--- config.mk ---
export PLATFORM = sky130hd
export DESIGN_NAME = gpio_wb_arbiter
export DESIGN_NICKNAME = d
export VERILOG_FILES = /design/src/rtl/gpio_wb_arbiter.sv
export SDC_FILE = /design/constraint.sdc
export NUM_CORES = 1
export LEC_CHECK = 0
export BUFFER_PORTS_ARGS = -buffer_cell sky130_fd_sc_hd__buf_2
export CORE_MARGIN = 2
export CORE_UTILIZATION = 35
export CTS_CLUSTER_SIZE = 8
export DETAILED_ROUTE_END_ITERATION = 7
export HOLD_SLACK_MARGIN = 0.03
export PLACE_DENSITY_LB_ADDON = 0.3
export SLEW_MARGIN = 20
export SYNTH_ARGS = -nofsm -noshare
export SYNTH_HDL_FRONTEND = slang
export SYNTH_SLANG_ARGS = --single-unit
--- constraint.sdc ---
create_clock -name wb_clk -period 1.9 [get_ports wb_clk]
set_input_delay 0.285 -clock wb_clk [delete_from_list [all_inputs] [get_ports wb_clk]]
set_output_delay 0.285 -clock wb_clk [all_outputs]
set_load 0.02 [all_outputs]
--- src/rtl/gpio_wb_arbiter.sv ---
// Round-robin arbiter giving two Wishbone classic masters turns on one GPIO slave port,
// with a watchdog that turns a stalled strobe into a one-cycle error.
module gpio_wb_arbiter #(
   parameter int AW      = 1,
   parameter int DW      = 8,
   parameter int TIMEOUT = 15
) (
   input  logic          wb_clk,
   input  logic          wb_rst_n,
   input  logic [AW-1:0] m0_adr_i,
   input  logic [DW-1:0] m0_dat_i,
   input  logic          m0_we_i,
   input  logic          m0_cyc_i,
   input  logic          m0_stb_i,
   output logic [DW-1:0] m0_dat_o,
   output logic          m0_ack_o,
   output logic          m0_err_o,
   input  logic [AW-1:0] m1_adr_i,
   input  logic [DW-1:0] m1_dat_i,
   input  logic          m1_we_i,
   input  logic          m1_cyc_i,
   input  logic          m1_stb_i,
   output logic [DW-1:0] m1_dat_o,
   output logic          m1_ack_o,
   output logic          m1_err_o,
   output logic [AW-1:0] s_adr_o,
   output logic [DW-1:0] s_dat_o,
   output logic          s_we_o,
   output logic          s_cyc_o,
   output logic          s_stb_o,
   input  logic [DW-1:0] s_dat_i,
   input  logic          s_ack_i,
   input  logic          s_err_i,
   output logic [1:0]    grant_o,
   output logic [1:0]    dbg_state_o
);

   // Handshake: a master owns the slave from the cycle after its grant registers until it
   // drops cyc; each stb cycle ends on ack or err, and only the owner sees ack/err/dat.
   typedef enum logic [1:0] {IDLE = 2'd0, GNT0 = 2'd1, GNT1 = 2'd2} state_t;

   localparam int WDW = (TIMEOUT > 0) ? $clog2(TIMEOUT + 1) : 1;
   localparam logic [WDW-1:0] TMO_VAL = WDW'(TIMEOUT);
   localparam logic [WDW-1:0] WD_MAX  = '1;
   localparam logic [WDW-1:0] WD_ONE  = 1;

   state_t         r_state;
   state_t         w_next;
   logic           r_last_grant;
   logic [WDW-1:0] r_wdog;
   logic           w_granted;
   logic           w_sel_stb;
   logic           w_tmo;

   assign w_granted   = (r_state == GNT0) || (r_state == GNT1);
   assign w_sel_stb   = (r_state == GNT0) ? m0_stb_i :
                        (r_state == GNT1) ? m1_stb_i : 1'b0;
   assign w_tmo       = (TIMEOUT != 0) && (r_wdog == TMO_VAL);
   assign dbg_state_o = r_state;

   always_ff @(posedge wb_clk or negedge wb_rst_n) begin
      if (!wb_rst_n) begin
         r_state      <= IDLE;
         r_last_grant <= 1'b1;
      end else begin
         r_state <= w_next;
         if (r_state == GNT0 && !m0_cyc_i)
            r_last_grant <= 1'b0;
         else if (r_state == GNT1 && !m1_cyc_i)
            r_last_grant <= 1'b1;
      end
   end

   // Saturating stall counter; the timeout cycle itself reports err, so it also clears here.
   always_ff @(posedge wb_clk or negedge wb_rst_n) begin
      if (!wb_rst_n)
         r_wdog <= '0;
      else if (!w_granted || !w_sel_stb || s_ack_i || s_err_i || w_tmo)
         r_wdog <= '0;
      else if (r_wdog != WD_MAX)
         r_wdog <= r_wdog + WD_ONE;
   end

   always_comb begin
      w_next = r_state;
      case (r_state)
         IDLE: begin
            if (m0_cyc_i && m1_cyc_i)
               w_next = r_last_grant ? GNT0 : GNT1;
            else if (m0_cyc_i)
               w_next = GNT0;
            else if (m1_cyc_i)
               w_next = GNT1;
         end
         GNT0:    if (!m0_cyc_i) w_next = IDLE;
         GNT1:    if (!m1_cyc_i) w_next = IDLE;
         default: w_next = IDLE;
      endcase
   end

   always_comb begin
      s_adr_o  = '0;
      s_dat_o  = '0;
      s_we_o   = 1'b0;
      s_cyc_o  = 1'b0;
      s_stb_o  = 1'b0;
      m0_dat_o = '0;
      m0_ack_o = 1'b0;
      m0_err_o = 1'b0;
      m1_dat_o = '0;
      m1_ack_o = 1'b0;
      m1_err_o = 1'b0;
      grant_o  = 2'b00;
      case (r_state)
         GNT0: begin
            s_adr_o  = m0_adr_i;
            s_dat_o  = m0_dat_i;
            s_we_o   = m0_we_i;
            s_cyc_o  = m0_cyc_i;
            s_stb_o  = m0_stb_i & ~w_tmo;
            m0_dat_o = s_dat_i;
            m0_ack_o = s_ack_i;
            m0_err_o = s_err_i | w_tmo;
            grant_o  = 2'b01;
         end
         GNT1: begin
            s_adr_o  = m1_adr_i;
            s_dat_o  = m1_dat_i;
            s_we_o   = m1_we_i;
            s_cyc_o  = m1_cyc_i;
            s_stb_o  = m1_stb_i & ~w_tmo;
            m1_dat_o = s_dat_i;
            m1_ack_o = s_ack_i;
            m1_err_o = s_err_i | w_tmo;
            grant_o  = 2'b10;
         end
         default: ;
      endcase
   end

endmodule

# Word level (Yosys, flattened, before mapping)

Index checks and enable logic that the tools add are counted.

Input bits: 36
Register bits: 7
Word-level logic and storage cells: 56
Output and inout bits: 36

Reductions and logical operators: 16
Muxes and demuxes: 25
Equal/unequal tests: 7
Bitwise operators: 4
Add/subtract/negate cells: 1

Operators by type and width:

| cell                                                                   | number |
|---|---|
| 8-bit two-way mux                                                      | 2 |
| 8-bit one-hot mux with 2 select lines                                  | 1 |
| 2-bit two-way mux                                                      | 6 |
| 1-bit two-way mux                                                      | 8 |
| 4-bit two-way mux                                                      | 2 |
| 4-bit inequality test (second input constant)                          | 2 |
| 1-bit one-hot mux with 2 select lines                                  | 4 |
| 2-bit one-hot mux with 3 select lines                                  | 1 |
| 1-bit logical OR                                                       | 5 |
| 4-bit by 1-bit adder with 4-bit output (second input constant)         | 1 |
| 4-bit equality test (second input constant)                            | 1 |
| 1-bit zero test                                                        | 4 |
| 2-bit inequality test (second input constant)                          | 2 |
| 2-bit one-hot mux with 2 select lines                                  | 1 |
| 2-bit nonzero test                                                     | 2 |
| 1-bit logical AND                                                      | 3 |
| 3-bit AND reduction                                                    | 1 |
| 1-bit bitwise AND                                                      | 2 |
| 2-bit by 1-bit equality test with 1-bit output (second input constant) | 1 |
| 2-bit equality test (second input constant)                            | 1 |
| 2-bit zero test                                                        | 1 |
| 1-bit inverter                                                         | 1 |
| 1-bit OR                                                               | 1 |

# Longest topological paths before layout

Word-level depth: 9
Mapped depth: 5
Depth with buffers taken out: 5

# Least setup slack after synthesis

No wires, ideal clock.

Path kind: register to output
Start point: register r_state[0] (netlist: dbg_state_o[0])
End point: output s_stb_o
Stages on the path, launching flop included: 6
Path buffers: 1
Required time: 1615 ps
Arrival time: 1580 ps
Slack: 35 ps
Cells stage by stage: dfrtp_1 > inv_1 > ha_1 > clkbuf_1 > nand2_1 > a31oi_1

Cells in the longest elaborated chain, start to end: 2
Elaborated cells on any way between the ends: 3
Classes of those cells: 2 x eq/ne; 1 x mux

Ends and longest elaborated chain:

| what                                                                                  | line | source |
|---|---|---|
| start, declared                                                                       | 47   | `state_t r_state;` |
| start signal, assigned                                                                | 66   | `r_state <= w_next;` |
| 2-bit equality test or 2-bit by 1-bit equality test with 1-bit output (tied branches) | 114  | `case (r_state)` |
| 1-bit one-hot mux with 2 select lines *                                               | 114  |  |
| end, declared                                                                         | 30   | `output logic s_stb_o,` |

Every way passes the cells marked *; elsewhere a longest branch is shown, timed or not.

# Worst setup path after layout

Ends and elaborated chain as after synthesis.

==> run metrics <==
layout cells sized above 1=0.536; antenna-violating nets left=0; Initial Util=0.371; via/cell ratio=4.65; GR Util met2=0.311; Sink Count=7; Arr. time, crit path=1.54 ns; ANT cells=0; maximum vdd ir drop=0.000826 V; Max stage delay on crit path=0.41 ns; worst slew pin tran=0.276 ns; CP required=1.62 ns; Synth Register Bits=7; ys async rst share=1.00; fin. max-slew vios=0; Area Growth Syn to Fin=68.7%; clock skew=0.00837 ns; fin crit share=0.961; Final HPWL DP=1730 um; Synthesized Nets=131; CP cell instances=inv_2 -> ha_4 -> mux2_1 -> nand2_1 -> a31oi_1 -> buf_2; Post-Synth Adder-Cell Area=0.103; Worst Setup Start Kind=register; Leak Pwr=0.691 nW; final std cells w/o fill=195; status=finished clean; CTS clk-pin slew, worst paths=0.05 ns; FMAX=548 MHz; synth cell count leaders=and2_1, nor2b_1, a22oi_1; Cell Pwr Density=1250 nW/um2; count of final setup violators=0; die height=49.6 um; pre-CTS setup slack=0.188 ns; total grt overflow=0; M1 GR Usage=0.195; xor and xnor area share after synthesis=0.0241; Avg Inst Size Synth=8.18 um2; Pre-antenna DRT Iters=2; number of synthesized flops with an enable pin=0; port buffer count=71; initial antenna violation count=0; Hold Crit Class=input pin to register; MaxCap Viol Count=0; total CTS buffers=3; vias in the first global route=787; critical path's slowest cell=dfrtp_1; core area=1960 um2; setup ws final=0.0738 ns; initial DRC count=9; # rows=16; Routed Wire Length=2150 um; largest cells by area after synthesis=dfrtp_1, and2_1, a22oi_1; met3 usage=0.0333; gr usage total=0.170; setup_tns=0 ns; clk_lat worst skew=0.25 ns; complex-gate fraction of the synthesized area=0.218; Rel. slew slack=0.816; drt drc=0; dpl cell area=1130 um2; post-synth top area cell=dfrtp_1; synth unique cells=25; Final nets=211; proportion of synthesized area in mux cells=0.0155; Ys Warns=0; first-pass GRT wire length=3370 um; Mapped Area=728 um2; filler instances=190; final hold violations=0; GPL Wtd Cong=0.670; H-tree levels=1; post-route design area=1230 um2; GR peak layer=met2; Max Root-Sink Buffers=2; Avg WL per Cell=11.0 um; top-area cell type share of the netlist area=0.206; Ports=72; Buffers & Inverters on Critical Path=2; Multi-input gate area=533 um2; worst-path fanout max=4; post-synthesis cell count=89; ys flop type=dfrtp_1; largest family of logic cells by synthesized area=simple AND/OR/NAND/NOR gates; Sequential Area=178 um2; Clock Tree Root=clkbuf_4; Worst Setup Path Type=register to primary output; placed insts=186; CTS tree=done; delay-heaviest family, CP=flip-flops; sequential area share after synthesis=0.242; minimum clock period=1.83 ns; most frequent cell after synthesis=and2_1; DIE AREA=2460 um2; Setup crit end kind=primary output; die width=49.6 um; largest net degree at the start of global routing=14; total number of vias=907; simple logic cell fraction of the synthesized area=0.337
cell families (layout without fill, tap and decap cells):
kind of cell               Yosys count  after routing
buffers and inverters               11             90
and+or+nand+nor                     41             41
AOI/OAI and AO/OA                   21             21
muxes                                1              1
adders and majority gates            6              6
xor gates and xnor gates             2              2
DFF                                  7              7
state kept, by name, indices dropped and copies added (netlist names):
register and cells:
dbg_state_o 2, r_last_grant 1, r_wdog 4
worst reg2reg max path, delay by kind of cell (launching register included):
kind,cells,cell delay (ns)
AO/OA/AOI/OAI,3,0.56
flip-flops,1,0.41
buffers and inverters,3,0.38
adder cells (fa/ha/maj),1,0.21
final cells by class:
cell class,count,share of cell area
Timing Repair Buffer,80,0.354
Tap cell,27,0.0275
Sequential cell,7,0.145
Clock buffer,4,0.0214
Multi-Input combinational cell,71,0.434
Inverter,6,0.0183
report_power, final:
group	internal [mW]	switching [mW]
registers	0.190	0.0351
logic	0.519	0.660
clock network	0.0801	0.0534
total	0.788	0.749
stage by stage:
| step | util | total power, mW | hold WS [ns] |
|---|---|---|---|
| 6_report | 0.626 | 1.54 | 0.295 |
| 5_1_grt | 0.626 | 1.67 | 0.299 |
| 4_1_cts | 0.610 | 1.49 | 0.286 |
| 3_5_place_dp | 0.574 | 1.28 | 0.123 |
| 3_3_place_gp | 0.574 | 1.26 | 0.122 |
| 2_1_floorplan | - | 0.948 | -0.0106 |
final timing paths:
path,cells after the start,to,slack [ns],startpoint
min in group asynchronous,2,r_wdog[2],0.39,wb_rst_n
worst max-delay path,6,s_stb_o,0.07,dbg_state_o[0]
worst max register to register,7,dbg_state_o[1],0.20,dbg_state_o[1]
worst min register to register,1,r_wdog[0],0.46,r_wdog[0]
worst min-delay path,3,r_last_grant,0.29,m0_cyc_i
max in group asynchronous,2,r_last_grant,1.29,wb_rst_n
cell usage in the layout (no fill, tap or decap), drive strengths merged, types with 4 or more instances in the layout:
cell type	synthesis	routed
and2	19	19
a22oi	11	11
buf	2	79
ha	6	6
nor2	4	4
nor2b	11	11
dfrtp	6	6
clkbuf	3	4
inv	6	6
timing repair:
item / in CTS / in global routing
endpoints found under the hold margin: 6 / 0
buffers inserted: 2 / 2
pin swaps: 1 / 0
endpoints found under the setup margin: 5 / 12
hold buffers: 1 / 0
resized for setup: 5 / 5
per-layer routing:
metal | vias to the layer above | share of wire
met1 | 402 | 0.38
met4 | 0 | 0.0098
met3 | 2 | 0.099
met5 | - | 0
met2 | 38 | 0.51
li1 | 465 | -
No activity file was read; power rests on OpenSTA's default activity.
